==> config.mk <==
export PLATFORM = sky130hd
export DESIGN_NAME = mem_port_arbiter
export DESIGN_NICKNAME = d
export VERILOG_FILES = /design/src/rtl/mem_port_arbiter.sv
export SDC_FILE = /design/constraint.sdc
export NUM_CORES = 1
export LEC_CHECK = 0
export ABC_AREA = 0
export CAP_MARGIN = 20
export CELL_PAD_IN_SITES_DETAIL_PLACEMENT = 0
export CELL_PAD_IN_SITES_GLOBAL_PLACEMENT = 1
export CORE_MARGIN = 1
export CORE_UTILIZATION = 27
export CTS_CLUSTER_SIZE = 24
export DETAILED_ROUTE_END_ITERATION = 12
export PLACE_DENSITY = 0.8
export RECOVER_POWER = 100
export SYNTH_ARGS = -nofsm -noshare
export SYNTH_HDL_FRONTEND = slang
export SYNTH_SLANG_ARGS = --single-unit
==> constraint.sdc <==
create_clock -name clk -period 3.1 [get_ports clk]
set_clock_uncertainty 0.15 [all_clocks]
set_input_delay 0.31 -clock clk [delete_from_list [all_inputs] [get_ports clk]]
set_output_delay 0.31 -clock clk [all_outputs]
set_load 0.01 [all_outputs]
==> src/rtl/mem_port_arbiter.sv <==
// rtl/mem_port_arbiter.sv - shares one SRAM-like bus between instruction fetch and data access
module mem_port_arbiter #(
  parameter int ADDR_W     = 32,
  parameter int DATA_W     = 32,
  parameter int MAX_STREAK = 4
) (
  input  logic                clk,
  input  logic                reset,
  input  logic                flush,
  input  logic                inst_en,
  input  logic [ADDR_W-1:0]   inst_addr,
  output logic [DATA_W-1:0]   inst_rdata,
  output logic                inst_rdata_valid,
  input  logic                data_en,
  input  logic                data_we,
  input  logic [ADDR_W-1:0]   data_addr,
  input  logic [DATA_W/8-1:0] data_wmask,
  input  logic [DATA_W-1:0]   data_wdata,
  output logic [DATA_W-1:0]   data_rdata,
  output logic                data_rdata_valid,
  output logic                data_write_finish,
  output logic                bus_req,
  output logic                bus_we,
  output logic [ADDR_W-1:0]   bus_addr,
  output logic [DATA_W/8-1:0] bus_wmask,
  output logic [DATA_W-1:0]   bus_wdata,
  input  logic                bus_ack,
  input  logic                bus_rvalid,
  input  logic [DATA_W-1:0]   bus_rdata,
  input  logic                bus_bvalid
);

  localparam int STREAK_W = $clog2(MAX_STREAK + 1);
  localparam logic [STREAK_W-1:0] STREAK_MAX = STREAK_W'(MAX_STREAK);

  typedef enum logic [1:0] {IDLE, REQ, WAIT, RESP} state_t;

  state_t                state_q, state_d;
  logic                  owner_data_q;   // 1: data port owns the bus, 0: instruction port
  logic                  we_q;
  logic [ADDR_W-1:0]     addr_q;
  logic [DATA_W/8-1:0]   wmask_q;
  logic [DATA_W-1:0]     wdata_q;
  logic [DATA_W-1:0]     rdata_q;
  logic                  drop_q;
  logic [STREAK_W-1:0]   streak_q;

  logic grant_data;
  logic grant_inst;
  logic resp_hit;
  logic inst_flushed;

  // An instruction transaction caught by flush after acceptance must finish on the bus silently
  assign inst_flushed = !owner_data_q && flush &&
                        ((state_q == WAIT) || (state_q == RESP) ||
                         ((state_q == REQ) && bus_ack));

  // Next-state and grant decision; data wins unless instruction fetch has been starved too long
  always_comb begin
    state_d    = state_q;
    grant_data = 1'b0;
    grant_inst = 1'b0;
    resp_hit   = 1'b0;
    case (state_q)
      IDLE: begin
        if (data_en && (!inst_en || (streak_q < STREAK_MAX))) begin
          grant_data = 1'b1;
          state_d    = REQ;
        end else if (inst_en && !flush) begin
          grant_inst = 1'b1;
          state_d    = REQ;
        end
      end
      REQ: begin
        if (bus_ack) begin
          state_d = WAIT;
        end else if (!owner_data_q && flush) begin
          state_d = IDLE;
        end
      end
      WAIT: begin
        resp_hit = we_q ? bus_bvalid : bus_rvalid;
        if (resp_hit) begin
          state_d = RESP;
        end
      end
      RESP: begin
        state_d = IDLE;
      end
      default: begin
        state_d = IDLE;
      end
    endcase
  end

  // State register
  always_ff @(posedge clk or posedge reset) begin
    if (reset) begin
      state_q <= IDLE;
    end else begin
      state_q <= state_d;
    end
  end

  // Latch the granted request so the bus fields stay stable until acked
  always_ff @(posedge clk or posedge reset) begin
    if (reset) begin
      owner_data_q <= 1'b0;
      we_q         <= 1'b0;
      addr_q       <= '0;
      wmask_q      <= '0;
      wdata_q      <= '0;
    end else if (grant_data) begin
      owner_data_q <= 1'b1;
      we_q         <= data_we;
      addr_q       <= data_addr;
      wmask_q      <= data_wmask;
      wdata_q      <= data_wdata;
    end else if (grant_inst) begin
      owner_data_q <= 1'b0;
      we_q         <= 1'b0;
      addr_q       <= inst_addr;
      wmask_q      <= '0;
      wdata_q      <= '0;
    end
  end

  // Count data grants made while fetch waits; fetch is forced through once the count saturates
  always_ff @(posedge clk or posedge reset) begin
    if (reset) begin
      streak_q <= '0;
    end else if (grant_data) begin
      if (!inst_en) begin
        streak_q <= '0;
      end else if (streak_q != STREAK_MAX) begin
        streak_q <= streak_q + STREAK_W'(1);
      end
    end else if (grant_inst) begin
      streak_q <= '0;
    end
  end

  // Drop flag silences the completion pulse of a flushed instruction fetch
  always_ff @(posedge clk or posedge reset) begin
    if (reset) begin
      drop_q <= 1'b0;
    end else if (state_d == IDLE) begin
      drop_q <= 1'b0;
    end else if (inst_flushed) begin
      drop_q <= 1'b1;
    end
  end

  // Capture response data; both rdata outputs show the last captured value
  always_ff @(posedge clk or posedge reset) begin
    if (reset) begin
      rdata_q <= '0;
    end else if (resp_hit) begin
      rdata_q <= bus_rdata;
    end
  end

  assign bus_req           = (state_q == REQ);
  assign bus_we            = we_q;
  assign bus_addr          = addr_q;
  assign bus_wmask         = wmask_q;
  assign bus_wdata         = wdata_q;
  assign inst_rdata        = rdata_q;
  assign data_rdata        = rdata_q;
  assign inst_rdata_valid  = (state_q == RESP) && !owner_data_q && !drop_q;
  assign data_rdata_valid  = (state_q == RESP) && owner_data_q && !we_q;
  assign data_write_finish = (state_q == RESP) && owner_data_q && we_q;

endmodule
==> impl_metrics.yaml <==
status:
  status: "finished, violations left"
  violations: "DRC, capacitance limit, slew limit"
detailed_routing:
  drtIter0Drc: 147
  met3_length_um: 1430
  wl_um: 13400
  firstDrtPassIters: 8
  wl_per_cell_um: 15.9
  ant_nets: 0
  remaining_drc_errors: 48
  dr_wl_met2_um: 6700
  vias: 3693
  highest-signal-layer: "met4"
  wl_met1_um: 5100
  viasPerCell: 4.39
layout:
  regArea_um2: 2700
  antenna_cells: 0
  final_core_util: 0.448
  finalNetCount: 751
  multi_input_area_um2: 1950
  drive_gt1_frac: 0.256
  layout_commonest_cell: "dlygate4sd3_1"
  areaGrowthSynthToFinish_pct: 61.4
  final_cell_mix: "dlygate4sd3_1, clkdlybuf4s50_1, mux2_2"
  fillers: 1605
  final_cells: 842
timing:
  rsz0062_at_grt: "false"
  hold_violations: 0
  fmax_mhz: 397
  setup_tns_ps: 0
  worstMarginPinSlew_ps: 1510
  fin_hold_ws_ps: 373
  drv_slew: 108
  relSlewSlack: -0.00612
  layout_min_cycle_time_ps: 2520
  setup_violations: 0
  finalCritPeriodShare: 0.813
power_and_ir_drop:
  p_int_mw: 5.11
  cellLeakagePower_nw: 3.43
  p_per_area_nw_per_um2: 923
  power.share.switching: 0.318
  p_sw_mw: 2.38
  vdd_drop_max_mv: 0.402
  clkPwrFrac: 0.168
  combPwrFrac: 0.497
  seqPwrFrac: 0.335
place:
  dp_hpwl_um: 9890
  dp_cells: 826
  gp_congestion: 0.775
  port_buffers: 277
yosys:
  syn_inst: 365
  synth.avg_cell_area_um2: 13.8
  synth_xor_area_frac: 0
  synth_compound_area_frac: 0.0127
  synth_nets: 508
  synthSimpleGateAreaFrac: 0.0692
  syn_area_um2: 5030
  synth_top_family_by_area: "multiplexers"
  ys_top_cells_by_area: "dfrtp_1, mux2_2, buf_4"
  yosysTopAreaCell: "dfrtp_1"
  ys_seq_area_frac: 0.538
  yosysTopAreaCellShare: 0.538
  ys_ff_latch: 108
  ys_warn_count: 0
  synth_cell_types: 21
  synthAdderAreaFrac: 0.00498
  muxShareOfSynthArea: 0.302
floorplan:
  die_width_um: 138
  ios: 278
  start_util: 0.278
  core_area_um2: 18100
  rows: 49
  die_height_um: 138
  dieArea_um2: 19200
global_routing:
  grt_max_degree: 109
  antenna_found_initial: 0
  grt_pass1_wl_um: 21900
  grt_usage: 0.146
  grt-ovfl-total: 0
  first_global_vias: 4016
worst_setup_path:
  worstPathRequired_ps: 3180
  arrival_ps: 2600
  critPathMaxFanout: 41
  crit_type: "reg2reg"
  start_kind: "flop"
  end_kind: "flop"
cts:
  worst_setup_hold_path_clk_slew_ps: 70
  cts.repair.resized: 0
  clock_latency_ps: 350
  ctsLongestPathBuffers: 2
  ctsHoldBuffers: 0
  htreeDepth: 3
  cts_sinks: 108
  clockRootBuffer: "clkbuf_16"
  cts_buffers: 9
  post_cts_buffers: 0
  cts_tree: "built"
run:
  drv_cap: 1
min_path:
  hold_class: "reg2reg"
## kinds of logic (layout without fill, tap and decap cells)
family / after synthesis / count (layout)
flip-flops: 108 / 108
AND/OR/NAND/NOR: 55 / 55
adder cells (fa/ha/maj): 2 / 2
buffers and inverters: 56 / 304
AO/OA/AOI/OAI: 9 / 9
multiplexers: 135 / 135
## power groups by stage
stage          logic, mW  clock network (mW)  registers, mW
2_1_floorplan       1.86                   0           2.82
3_3_place_gp        4.05                   0           2.54
3_5_place_dp        4.12                   0           2.59
4_1_cts             4.14                1.32           2.57
5_1_grt             4.00                1.39           2.61
6_report            3.72                1.26           2.51
## registers in the layout, summed over array words and instances, names as in the netlist
| signal | count |
|---|---|
| bus_we | 1 |
| drop_q | 1 |
| bus_addr | 32 |
| owner_data_q | 1 |
| bus_wmask | 4 |
| state_q | 2 |
| streak_q | 3 |
| bus_wdata | 32 |
| data_rdata | 32 |
## layout make-up
class                   count  area share
repair buffers            282       0.347
clock buffers               9      0.0278
inverters                   6     0.00324
well taps                 229      0.0353
multi-input cells         201       0.241
clock inverters             7      0.0123
flip-flops and latches    108       0.333
## through the flow
stage	setup WS, ps	total power, mW	instance area (um^2)
after floorplan	1210	4.69	5030
after global placement	594	6.59	7830
after detailed placement	547	6.71	7830
after CTS	871	8.03	8160
after global routing	380	8.00	8110
final	580	7.49	8110
## worst max-delay path, cell delays in order (launching register included)
cell and delay [ps]:
dfrtp_1 460, nor2_1 140, nand3_4 370, buf_2 810, mux2_2 410
## metal layers
metal,vias up,track usage
met5,-,0
met4,0,0.0432
met3,14,0.0641
met2,186,0.253
met1,1780,0.161
li1,1713,-
## synthesized netlist by cell type
library cell,n
a21boi_0,1
a21o_1,2
a221oi_1,1
a22o_1,2
and4b_1,1
buf_2,12
buf_4,38
dfrtp_1,108
ha_1,2
inv_1,6
mux2_2,134
mux2i_1,1
nand2_1,2
nand3_1,2
nand3b_1,1
nor2_1,5
nor2b_1,41
nor3_1,1
nor4b_4,1
o21ai_0,3
or3b_2,1
## final timing paths
path                       slack, ps            from  cells past startpoint              to
hold reg to reg                  370  data_rdata[19]                      1  data_rdata[19]
hold / removal                   370  data_rdata[19]                      1  data_rdata[19]
min in group asynchronous        870           reset                      3  data_rdata[19]
setup / recovery                 580      state_q[1]                      4    bus_addr[11]
max in group asynchronous       1010           reset                      3    bus_addr[11]
setup reg to reg                 580      state_q[1]                      4    bus_addr[11]
Power figures use the tool's default switching activity.
